$ cat config.mk
export PLATFORM = sky130hd
export DESIGN_NAME = unary_stream_gen
export DESIGN_NICKNAME = d
export VERILOG_FILES = /design/src/rtl/unary_pkg.sv /design/src/rtl/unary_frame_counter.sv /design/src/rtl/unary_stream_gen.sv
export SDC_FILE = /design/constraint.sdc
export NUM_CORES = 1
export LEC_CHECK = 0
export BUFFER_PORTS_ARGS = -buffer_cell sky130_fd_sc_hd__buf_2
export CAP_MARGIN = 20
export CORE_AREA = 2 2 68 118
export DETAILED_ROUTE_END_ITERATION = 8
export DIE_AREA = 0 0 70 120
export PLACE_DENSITY_LB_ADDON = 0.08
export SLEW_MARGIN = 20
export SYNTH_ARGS = -nofsm -noshare
export SYNTH_HDL_FRONTEND = slang
export SYNTH_HIERARCHICAL = 1
export SYNTH_SLANG_ARGS = --single-unit
$ cat constraint.sdc
create_clock -name clk -period 4.7 [get_ports clk]
set_input_delay 0.94 -clock clk [delete_from_list [all_inputs] [get_ports clk]]
set_output_delay 0.94 -clock clk [all_outputs]
set_load 0.005 [all_outputs]
$ cat src/rtl/unary_pkg.sv
// Shared types and helpers for the unary bitstream generator.
package unary_pkg;

  localparam int unsigned DEFAULT_WIDTH = 14;
  localparam int unsigned MAX_W         = 32;

  typedef enum logic {
    IDLE = 1'b0,
    RUN  = 1'b1
  } state_e;

  localparam logic MODE_THERM  = 1'b0;
  localparam logic MODE_SPREAD = 1'b1;

  // Reverse the low w bits of x; result is right-aligned.
  function automatic logic [MAX_W-1:0] bitrev(input logic [MAX_W-1:0] x, input int unsigned w);
    logic [MAX_W-1:0] full;
    for (int i = 0; i < MAX_W; i++) full[i] = x[MAX_W-1-i];
    return full >> (MAX_W - w);
  endfunction

endpackage

$ cat src/rtl/unary_frame_counter.sv
// Frame position counter with terminal-count and first-cycle flags.
module unary_frame_counter #(
  parameter int unsigned WIDTH = 14
) (
  input  logic             clk,
  input  logic             rst_n,
  input  logic             inc,
  input  logic             clr,
  output logic [WIDTH-1:0] cnt,
  output logic             term_c,
  output logic             first_c
);

  always_ff @(posedge clk or negedge rst_n) begin
    if (!rst_n)   cnt <= '0;
    else if (clr) cnt <= '0;
    else if (inc) cnt <= cnt + WIDTH'(1);
  end

  assign term_c  = inc & (cnt == {WIDTH{1'b1}});
  assign first_c = inc & (cnt == '0);

endmodule

$ cat src/rtl/unary_stream_gen.sv
// Binary operand to rate-coded unary bitstream, one frame of 2^WIDTH enabled cycles.
module unary_stream_gen
  import unary_pkg::*;
#(
  parameter int unsigned WIDTH = DEFAULT_WIDTH
) (
  input  logic           clk,
  input  logic           rst_n,
  input  logic           en,
  input  logic           load,
  input  logic [WIDTH:0] din,
  input  logic           mode,
  output logic           ready,
  output logic           dout,
  output logic           dout_valid,
  output logic           frame_start,
  output logic           frame_done,
  output logic           sat
);

  localparam int unsigned VW = WIDTH + 1;
  localparam logic [VW-1:0] FULL = {1'b1, {WIDTH{1'b0}}};

  state_e          state_q, state_d;
  logic [VW-1:0]   value_q, value_d;
  logic            mode_q, mode_d;
  logic            sat_d, dout_d, valid_d, start_d, done_d;
  logic            armed_q;
  logic [WIDTH-1:0] cnt, sel;
  logic            inc, clr, term_c, first_c, accept;

  // ready stays low until the first clock after reset release
  always_ff @(posedge clk or negedge rst_n) begin
    if (!rst_n) armed_q <= 1'b0;
    else        armed_q <= 1'b1;
  end

  assign inc    = (state_q == RUN) & en;
  assign ready  = armed_q & ((state_q == IDLE) | term_c);
  assign accept = load & ready;
  assign clr    = accept & (state_q == IDLE);
  assign sel    = (mode_q == MODE_SPREAD) ? WIDTH'(bitrev(MAX_W'(cnt), WIDTH)) : cnt;

  unary_frame_counter #(.WIDTH(WIDTH)) u_cnt (
    .clk     (clk),
    .rst_n   (rst_n),
    .inc     (inc),
    .clr     (clr),
    .cnt     (cnt),
    .term_c  (term_c),
    .first_c (first_c)
  );

  always_ff @(posedge clk or negedge rst_n) begin
    if (!rst_n) begin
      state_q     <= IDLE;
      value_q     <= '0;
      mode_q      <= MODE_THERM;
      sat         <= 1'b0;
      dout        <= 1'b0;
      dout_valid  <= 1'b0;
      frame_start <= 1'b0;
      frame_done  <= 1'b0;
    end else begin
      state_q     <= state_d;
      value_q     <= value_d;
      mode_q      <= mode_d;
      sat         <= sat_d;
      dout        <= dout_d;
      dout_valid  <= valid_d;
      frame_start <= start_d;
      frame_done  <= done_d;
    end
  end

  // Stalled or idle cycles emit zeros; a load on the final bit chains frames with no gap.
  always_comb begin
    state_d = state_q;
    value_d = value_q;
    mode_d  = mode_q;
    sat_d   = sat;
    dout_d  = 1'b0;
    valid_d = 1'b0;
    start_d = 1'b0;
    done_d  = 1'b0;
    case (state_q)
      IDLE: begin
      end
      RUN: begin
        if (en) begin
          dout_d  = ({1'b0, sel} < value_q);
          valid_d = 1'b1;
          start_d = first_c;
          done_d  = term_c;
          if (term_c) state_d = IDLE;
        end
      end
    endcase
    if (accept) begin
      state_d = RUN;
      value_d = (din > FULL) ? FULL : din;
      mode_d  = mode;
      sat_d   = (din > FULL);
    end
  end

endmodule

After elaboration in Yosys (flattened, before gate mapping)
Cells that the tools add are included.
{"block": "classes", "magnitude_cmp": 2, "reduce_logical": 2, "bitwise": 8, "add_sub_neg": 1, "muxes": 16, "n_eq_ne": 1}
{"cell": "two-way mux 14 bit", "n": 3}
{"cell": "> comparator 15 bit (second input constant)", "n": 1}
{"cell": "< comparator 14 x 15 -> 1 bit", "n": 1}
{"cell": "two-way mux 15 bit", "n": 1}
{"cell": "adder 14 x 1 -> 14 bit (second input constant)", "n": 1}
{"cell": "== test 14 bit (second input constant)", "n": 1}
{"cell": "logical NOT 14 bit", "n": 1}
{"cell": "two-way mux 1 bit", "n": 12}
{"cell": "bitwise AND 1 bit", "n": 6}
{"cell": "nonzero test 2 bit", "n": 1}
{"cell": "inverter 1 bit", "n": 1}
{"cell": "bitwise OR 1 bit", "n": 1}
{"block": "word_totals", "out_inout_bits": 6, "input_bits": 20, "ff_bits": 37}

Depth between registers and ports, before layout
Gate-level depths: netlist of run 1.
{"block": "depth", "depth_word": 7, "ltp_mapped": 9}

Cells and area by module
The synthesis of run 1 kept the hierarchy.
{"module": "unary_stream_gen", "area_each_um2": 1382.6, "cells_each": 130, "instances": 1, "seq_area_each_um2": 575.6}
{"module": "unary_frame_counter", "area_each_um2": 780.7, "cells_each": 80, "instances": 1, "seq_area_each_um2": 350.3}

Worst setup path after synthesis of run 1
Ideal clock, no wire load.
{"block": "synth_timing", "kind": "input port to flip-flop", "from": "input en", "to": "register u_cnt.cnt[0]", "path_slack_ps": 1648, "path_buffers": 3, "arrival_time_ps": 2920, "setup_ps": 132, "t_required_ps": 4568, "stages": 9, "path_cell_list": "and2_1 > buf_4 > nand4_4 > nor4_1 > o211ai_2 > buf_2 > nor2_1 > clkbuf_1 > nor2_1"}
{"block": "synth_between", "elab_chain_len": 7}
{"element": "start, declared", "line_no": "unary_stream_gen.sv:9", "text": "input logic en,"}
{"element": "bitwise AND 1 bit (*)", "line_no": "unary_stream_gen.sv:38", "text": "assign inc = (state_q == RUN) & en;"}
{"element": "bitwise AND 1 bit (*)", "line_no": "unary_frame_counter.sv:20", "text": "assign term_c = inc & (cnt == {WIDTH{1'b1}});"}
{"element": "net term_c", "line_no": "unary_stream_gen.sv:30", "text": "logic inc, clr, term_c, first_c, accept;"}
{"element": "bitwise OR 1 bit (*)", "line_no": "unary_stream_gen.sv:39", "text": "assign ready = armed_q & ((state_q == IDLE) | term_c);"}
{"element": "bitwise AND 1 bit (*)", "line_no": "unary_stream_gen.sv:39"}
{"element": "bitwise AND 1 bit (*)", "line_no": "unary_stream_gen.sv:40", "text": "assign accept = load & ready;"}
{"element": "bitwise AND 1 bit (*)", "line_no": "unary_stream_gen.sv:41", "text": "assign clr = accept & (state_q == IDLE);"}
{"element": "net clr", "line_no": "unary_stream_gen.sv:30"}
{"element": "two-way mux 14 bit / nonzero test 2 bit (equally long branches)"}
{"element": "end signal, assigned", "line_no": "unary_frame_counter.sv:17", "text": "else if (inc) cnt <= cnt + WIDTH'(1);"}
{"element": "end, declared", "line_no": "unary_frame_counter.sv:9", "text": "output logic [WIDTH-1:0] cnt,"}
The timed path passes the listed nets; every way through them passes the cells marked *.
A chain may end at the register's enable or synchronous reset.

Final worst setup path of run 1
{"block": "layout_timing", "from": "input en", "to": "register u_cnt.cnt[13]"}
{"block": "layout_between", "elab_chain_len": 7}
{"element": "bitwise AND 1 bit (*)", "line_no": "unary_stream_gen.sv:38"}
{"element": "net inc", "line_no": "unary_stream_gen.sv:30"}
{"element": "bitwise AND 1 bit (*)", "line_no": "unary_frame_counter.sv:20"}
{"element": "net term_c", "line_no": "unary_stream_gen.sv:30"}
{"element": "bitwise OR 1 bit (*)", "line_no": "unary_stream_gen.sv:39"}
{"element": "bitwise AND 1 bit (*)", "line_no": "unary_stream_gen.sv:39"}
{"element": "bitwise AND 1 bit (*)", "line_no": "unary_stream_gen.sv:40"}
{"element": "bitwise AND 1 bit (*)", "line_no": "unary_stream_gen.sv:41"}
{"element": "net clr", "line_no": "unary_stream_gen.sv:30"}
{"element": "two-way mux 14 bit / nonzero test 2 bit (equally long branches)"}
Marks and branches as above.

==> flow_summary.yaml, run 1 <==
run_status:
  status: "complete, no violations"
worst_setup_path:
  critPathLaunch: "en"
  start_kind: "input pin"
  r2r_start: "state_q"
  crit_arrival_ps: 3730
  crit_type: "input pin to flop"
  cp.required_ps: 4870
  cp_max_fo: 12
  cp-end-kind: "flop"
synthesis:
  synth_nets: 245
  syn-mean-instance-area_sq_um: 10.30
  syn_inst: 210
  synth_seq_cells: 37
  synth_cell_types: 41
  synth_warnings: 6
  yosysSeqAreaShare: 0.4280
  synth_area_sq_mm: 0.002163
clocking:
  root_buffer: "clkbuf_16"
  cts_buffer_depth: 2
  htree_num_levels: 2
  numCtsBuffers: 5
  cts_sinks: 37
  clock_latency_ps: 280
  cts_resized: 0
  postCtsSetupBuffers: 0
  cts_tree: "built"
  holdBufCountCts: 0
  path_clk_slew_ps: 60
floorplan:
  rows: 42
  core_sq_mm: 0.007462
  fp.dieArea_sq_mm: 0.008400
  start_util: 0.2899
  die_w_microns: 70
  die_h_microns: 120
  io_pins: 26
power:
  power_leakage_nw: 1.146
  p_per_area_mw_per_mm2: 488.9
  ir_worst_vdd_mv: 0.2223
hold_path:
  hold_start: "sat"
  hp-class: "flop to flop"
routing:
  routed_via_density: 5.148
  dr.pass1.iters: 4
  drc: 0
  drtIter0Drc: 64
  drtAntennaViolNets: 0
  drt_wl_total_microns: 5336
  wire_per_inst_microns: 16.42
  dr_total_vias: 1673
sta:
  tns_ps: 0
  final_max_slew_viol_count: 0
  finalHoldViolCount: 0
  min_period_ps: 3566
  max_freq_mhz: 280.4
  tightest_slew_ps: 873.4
  fin_crit_sh: 0.7587
  rsz0062_at_grt: "false"
  setup_violations: 0
  slew_headroom: 0.4177
  skew_ps: 3.633
global_route:
  grt_pass1_wl_microns: 8797
  antenna_found_initial: 0
  grt.busiest_layer: "met2"
  grt_max_degree: 38
  overflow: 0
  track_usage: 0.1368
  grt_pass1_vias: 1641
  met3_usage: 0.02855
  met2_usage: 0.2494
  met1_usage: 0.1449
layout:
  drive_above_1_share: 0.2743
  num_antenna_cells: 0
  nNetsFinal: 271
  area_growth_pct: 15.67
  fin_util: 0.3353
job:
  drv_cap: 0
place:
  io_buffers: 25
  globalplace.congestion: 0.7111
  dp_hpwl_microns: 4082
## final cells by class
class / count / area, sq um
multi-input cells: 148 / 1126
well taps: 88 / 110.1
repair buffers: 27 / 140.1
fillers: 802 / 4960
inverters: 17 / 63.81
clock buffers: 8 / 136.4
flip-flops and latches: 37 / 925.9
## worst max-delay path, stage by stage
cell and delay [ps]:
buf_2 100, and2_1 390, nand4_4 210, nor4_1 690, o211ai_2 340, nor2_1 660, nor2_1 100, mux2_2 290
## state kept, by name, indices dropped and copies added, names as in the netlist
name,flops
armed_q,1
frame_start,1
value_q,15
mode_q,1
u_cnt/cnt,14
sat,1
dout_valid,1
state_q,1
dout,1
frame_done,1
## Yosys cell counts
| library cell | number | area, sq um |
|---|---|---|
| ha_1 | 15 | 187.7 |
| nor2b_1 | 2 | 12.51 |
| o21a_1 | 1 | 7.510 |
| a211oi_1 | 1 | 7.510 |
| nand2_1 | 16 | 60.06 |
| inv_1 | 17 | 63.81 |
| o211ai_1 | 1 | 7.510 |
| or3_1 | 2 | 12.51 |
| xnor2_1 | 1 | 8.760 |
| nor2_1 | 10 | 37.54 |
| and2_1 | 1 | 6.260 |
| nand4_4 | 1 | 21.27 |
| buf_2 | 5 | 25.02 |
| mux2_2 | 17 | 191.4 |
| and3_1 | 3 | 18.77 |
| o21ai_0 | 8 | 40.04 |
| o211ai_2 | 1 | 12.51 |
| dfrtp_1 | 37 | 925.9 |
| a21oi_2 | 1 | 8.760 |
| or3_2 | 1 | 7.510 |
| o31ai_1 | 5 | 37.54 |
| or2b_1 | 1 | 7.510 |
| a22o_2 | 11 | 110.1 |
| a22o_1 | 1 | 8.760 |
| nor4b_1 | 2 | 17.52 |
| nand4_2 | 1 | 12.51 |
| buf_6 | 1 | 11.26 |
| a21oi_1 | 11 | 55.05 |
| nand2b_1 | 2 | 12.51 |
| conb_1 | 1 | 3.750 |
| nand4b_1 | 1 | 8.760 |
| nand4_1 | 6 | 37.54 |
| buf_4 | 1 | 7.510 |
| nor4_1 | 7 | 43.79 |
| clkbuf_1 | 1 | 3.750 |
| or4_1 | 5 | 37.54 |
| a311oi_1 | 1 | 8.760 |
| nand3_1 | 5 | 25.02 |
| xor2_1 | 3 | 26.28 |
| nor3_1 | 1 | 5.000 |
| mux2i_1 | 2 | 20.02 |
## placed cells by master, fill, tap and decap left out, types with 7 or more instances in the layout
cell type / n
ha_1: 15
nor2_1: 10
a22o_2: 11
nor4_1: 7
dfrtp_1: 37
o21ai_0: 8
buf_2: 25
a21oi_1: 11
nand2_1: 16
mux2_2: 17
inv_1: 17
## metrics by stage
stage / hold slack (ps) / cells / worst slack (ps) / total power [mW] / area (sq um)
after floorplan: 449.8 / 210 / 1648 / 0.7941 / 2163
after global placement: 466.4 / 317 / 961.9 / 0.9175 / 2366
after detailed placement: 477.8 / 317 / 828.0 / 0.9190 / 2366
after CTS: 490.7 / 325 / 1129 / 1.251 / 2502
after global routing: 519.1 / 325 / 934.1 / 1.323 / 2502
final: 487.3 / 325 / 1134 / 1.224 / 2502
## logic make-up after synthesis
| group | synth area share |
|---|---|
| AOI/OAI and AO/OA | 0.1406 |
| buffers and inverters | 0.05147 |
| DFF | 0.4280 |
| adders and majority gates | 0.08676 |
| xor gates and xnor gates | 0.01620 |
| and+or+nand+nor | 0.1776 |
| other | 0.001733 |
| muxes | 0.09774 |
## path summary, 6_finish.rpt
check                           endpoint  slack, ps  cells after the start
setup reg to reg           u_cnt/cnt[13]       1460                      7
hold / removal                       sat        490                      2
setup / recovery           u_cnt/cnt[13]       1130                      8
max in group asynchronous     value_q[9]       3380                      1
hold reg to reg                      sat        490                      2
min in group asynchronous         mode_q        780                      1
## metal layers
metal / wire length (microns) / share of wire / up-vias
met3: 156 / 0.029 / 8
met2: 3055 / 0.57 / 28
met4: 124 / 0.023 / 0
li1: - / - / 813
met5: 0 / 0 / -
met1: 2000 / 0.37 / 824
## report_power, final
part / leakage [nW] / internal (mW) / total (mW) / switching [mW]
combinational: 0.602 / 0.204 / 0.389 / 0.185
sequential: 0.480 / 0.398 / 0.511 / 0.114
clock: 0.0652 / 0.197 / 0.323 / 0.126
total: 1.15 / 0.799 / 1.22 / 0.424
No activity file was read; power rests on OpenSTA's default activity.
==> run 2: changes to the inputs <==
==> constraint.sdc (replaced) <==
create_clock -name clk -period 3.1 [get_ports clk]
set_input_delay 0.62 -clock clk [delete_from_list [all_inputs] [get_ports clk]]
set_output_delay 0.62 -clock clk [all_outputs]
set_load 0.005 [all_outputs]
==> run 2 against run 1 <==
Final cell count grew 0.62%. First-iteration DRC count rose by 80%. Die area unchanged. Worst hold slack got worse by 34 ps. Via count decreased by 0.84%. Global-route usage rose by 0.11 points. Wire length is 0.22% higher. Setup slack got worse by 560 ps. Design area increased by 1.2%. Largest power group unchanged. Highest routed layer unchanged.
==> flow_summary.yaml, run 2 (synthesized netlist as in run 1, its figures left out) <==
layout:
  final_cell_mix: "37 x dfrtp_1, 25 x buf_2, 17 x inv_1, 17 x mux2_2, 16 x nand2_1"
  area_growth_pct: 17.00
  reg_top3: "value_q x15, u_cnt/cnt x14"
  top_register: "value_q"
  final_cell_area_sq_mm: 0.002531
  fin_cells: 327
  largest_register_ffs: 15
  nNetsFinal: 274
  final_common_cell: "dfrtp_1"
  num_antenna_cells: 0
  drive_above_1_share: 0.2887
floorplan:
  rows: 42
  core_sq_mm: 0.007462
  die_h_microns: 120
  fp.dieArea_sq_mm: 0.008400
  io_pins: 26
  start_util: 0.2899
  die_w_microns: 70
place:
  io_buffers: 25
  dpl-instance-area_sq_mm: 0.002389
  globalplace.congestion: 0.6953
  dp.cells: 320
  dp_hpwl_microns: 4082
sta:
  final_max_slew_viol_count: 0
  setup_violations: 0
  rsz0062_at_grt: "false"
  fin_crit_sh: 0.8144
  slew_headroom: 0.4301
  finalHoldViolCount: 0
  tightest_slew_ps: 854.8
  min_period_ps: 2525
  max_freq_mhz: 396.1
  skew_ps: 5.685
  tns_ps: 0
clocking:
  numCtsBuffers: 5
  postCtsSetupBuffers: 0
  cts_resized: 0
  clock_latency_ps: 280
  holdBufCountCts: 0
  root_buffer: "clkbuf_16"
  cts_sinks: 37
  cts_buffer_depth: 2
  cts_tree: "built"
  htree_num_levels: 2
  path_clk_slew_ps: 60
power:
  p_per_area_mw_per_mm2: 742.5
  p_total_mw: 1.879
  ir_worst_vdd_mv: 0.3344
  power_leakage_nw: 1.167
global_route:
  overflow: 0
  grt_pass1_wl_microns: 8811
  antenna_found_initial: 0
  grt_max_degree: 38
  grt_pass1_vias: 1630
  track_usage: 0.1379
worst_setup_path:
  r2r_cells: 9
  cp-end-kind: "output port"
  crit_arrival_ps: 1900
  cp.required_ps: 2480
  start_kind: "flop"
  crit_type: "flop to output port"
  cp_max_fo: 10
run_status:
  status: "complete, no violations"
routing:
  drtAntennaViolNets: 0
  wire_per_inst_microns: 16.35
  drc: 0
  dr.pass1.iters: 4
  drt_wl_total_microns: 5348
  drtIter0Drc: 115
  routed_via_density: 5.073
  dr_total_vias: 1659
hold_path:
  hp-class: "input pin to asynchronous set/reset pin"
job:
  drv_cap: 0
run 2: layer usage:
layer  global-route usage  part of all wire
met1               0.1451              0.37
met2               0.2494              0.57
met3              0.02603             0.033
met4              0.08173             0.033
met5                    0                 0
run 2: area by class of cell:
class	instances	area (sq um)
tap	88	110.1
sequential	37	925.9
fill	790	4931
inverter	17	63.81
timing repair buffer	30	162.7
clock buffer	7	142.6
multi-input combinational	148	1126
run 2: critical path, cell delays in order, from the launching register on:
cell and delay (ps):
dfrtp_1 470, ha_1 270, nand4_4 180, nor4_1 330, buf_4 180, o21a_1 110
buf_2 100
run 2: power by group:
part	switching [mW]	total, mW	internal (mW)	leakage (nW)
clock network	0.185	0.501	0.316	0.0700
logic	0.300	0.623	0.323	0.617
registers	0.152	0.755	0.603	0.480
total	0.638	1.88	1.24	1.17
run 2: path summary, 6_finish.rpt:
check | from | end | slack (ps)
worst max-delay path | u_cnt/cnt[0] | ready | 580
worst min-delay path | rst_n | value_q[4] | 450
worst max register to register | u_cnt/cnt[0] | u_cnt/cnt[11] | 740
worst min register to register | sat | sat | 480
max in group asynchronous | rst_n | value_q[10] | 2120
min in group clk | sat | sat | 480
run 2: per-stage QoR:
stage / hold WS, ps / setup slack, ps / util
6_report: 453.6 / 575.3 / 0.3392
5_1_grt: 511.8 / 406.4 / 0.3392
4_1_cts: 486.0 / 533.0 / 0.3392
3_5_place_dp: 473.1 / 526.4 / 0.3201
3_3_place_gp: 468.6 / 548.6 / 0.3201
2_1_floorplan: 324.4 / 368.4 / -
==> run 3: changes to the inputs <==
==> constraint.sdc (replaced) <==
create_clock -name clk -period 2.2 [get_ports clk]
set_input_delay 0.44 -clock clk [delete_from_list [all_inputs] [get_ports clk]]
set_output_delay 0.44 -clock clk [all_outputs]
set_load 0.005 [all_outputs]
==> run 3 against run 2 <==
Setup slack worse by 470 ps. Final cell count grew 7.6%. Design area grew 10%. Count of clock-buffer cells in the layout up 1. Worst hold slack worse by 340 ps. Register-to-register slack worse by 610 ps. Clock power rose by 38%. Total power grew 48%. Critical path type unchanged. Largest cell class unchanged. Largest power group is now combinational cells.
==> flow_summary.yaml, run 3 (synthesized netlist as in run 1, its figures left out) <==
layout:
  top_register: "value_q"
  largest_register_ffs: 15
  final_cell_mix: "37 x dfrtp_1, 25 x buf_2, 24 x buf_4, 17 x inv_1, 17 x mux2_2"
  area_growth_pct: 29.09
  final_common_cell: "dfrtp_1"
  drive_above_1_share: 0.3636
  num_antenna_cells: 0
  reg_top3: "value_q x15, u_cnt/cnt x14"
  nNetsFinal: 298
  fin_cells: 352
global_route:
  track_usage: 0.1453
  grt_pass1_wl_microns: 9190
  overflow: 0
  grt_pass1_vias: 1827
  antenna_found_initial: 0
  grt_max_degree: 21
worst_setup_path:
  cp_cell_sequence: "ha_2 > nand4_4 > nor4_4 > buf_4 > o21a_1 > buf_2"
  cp_max_fo: 3
  cp-end-kind: "output port"
  r2r_cells: 7
  critical_path.slowest_cell: "dfrtp_1"
  crit_arrival_ps: 1660
  start_kind: "flop"
  cp.required_ps: 1760
  critical-path-max-stage-delay_ps: 380
  crit_type: "flop to output port"
place:
  io_buffers: 25
  dp.cells: 343
  dp_hpwl_microns: 4614
  globalplace.congestion: 0.8124
floorplan:
  io_pins: 26
  fp.dieArea_sq_mm: 0.008400
  core_sq_mm: 0.007462
  start_util: 0.2899
  die_h_microns: 120
  die_w_microns: 70
  rows: 42
power:
  p_int_mw: 1.832
  pwr-share-comb: 0.388
  power_switching_mw: 0.9506
  p_clk_frac: 0.248
  switching_share: 0.3416
  power_leakage_nw: 1.313
  power_frac_seq: 0.364
  p_per_area_mw_per_mm2: 996.6
  ir_worst_vdd_mv: 0.4048
routing:
  drtAntennaViolNets: 0
  drc: 0
  wire_per_inst_microns: 16.09
  met2WireLength_microns: 3296
  top_layer: "met4"
  m1WireLength_microns: 2056
  drt_wl_total_microns: 5665
  routed_via_density: 4.957
  dr_total_vias: 1745
  drtIter0Drc: 51
  met3_length_microns: 134
  dr.pass1.iters: 4
sta:
  rsz0062_at_grt: "false"
  setup_violations: 0
  final_max_slew_viol_count: 0
  max_freq_mhz: 476.5
  skew_ps: 2.158
  whs_ps: 118.3
  min_period_ps: 2099
  finalHoldViolCount: 0
  tns_ps: 0
  fin_crit_sh: 0.9540
clocking:
  holdBufCountCts: 0
  path_clk_slew_ps: 50
  cts_buffer_depth: 2
  clock_latency_ps: 280
  numCtsBuffers: 5
  cts_sinks: 37
  htree_num_levels: 2
  cts_tree: "built"
  root_buffer: "clkbuf_16"
hold_path:
  hp-class: "input pin to asynchronous set/reset pin"
run_status:
  status: "complete, no violations"
job:
  drv_cap: 0
## run 3: cell type report
type / count / area [sq um]
fillers: 787 / 4669
multi-input cells: 148 / 1151
flip-flops and latches: 37 / 925.9
repair buffers: 54 / 405.4
clock buffers: 8 / 136.4
well taps: 88 / 110.1
inverters: 17 / 63.81
## run 3: final timing paths
check / startpoint / end / slack, ps
max: u_cnt/cnt[0] / ready / 100
min: rst_n / frame_done / 120
max reg2reg: mode_q / dout / 130
min reg2reg: value_q[8] / value_q[8] / 490
max in group asynchronous: rst_n / u_cnt/cnt[3] / 1610
min in group clk: din[12] / value_q[12] / 390
## run 3: per-layer routing
layer | vias to the layer above | track usage
met5 | - | 0
met4 | 0 | 0.07212
met3 | 8 | 0.02939
met2 | 26 | 0.2804
met1 | 838 | 0.1424
li1 | 873 | -
## run 3: worst max-delay path: cells and delay by family (launching register included)
family	cells	cell delay (ps)
and+or+nand+nor	2	410
DFF	1	380
buffers and inverters	2	260
adders and majority gates	1	230
AOI/OAI and AO/OA	1	100
## run 3: power by group through the flow
stage | Combinational, mW | Sequential, mW | Clock [mW]
floorplan | 0.714 | 0.984 | 0
global route | 1.23 | 1.04 | 0.732
CTS | 1.09 | 1.02 | 0.708
global placement | 1.08 | 1.03 | 0
finish | 1.08 | 1.01 | 0.690
detailed placement | 1.08 | 1.03 | 0
## run 3: what timing repair did
item,4_1_cts,5_1_grt
resized for setup,0,2
setup endpoints to repair,0,2
setup buffers,0,1
## run 3: metrics by stage
stage	total power [mW]	worst slack, ps	utilization	area (sq um)
after floorplan	1.698	111.0	-	2182
after global placement	2.106	66.36	0.3540	2641
after detailed placement	2.113	73.56	0.3540	2641
after CTS	2.816	60.36	0.3722	2778
after global routing	2.999	5.592	0.3742	2793
final	2.783	101.3	0.3742	2793
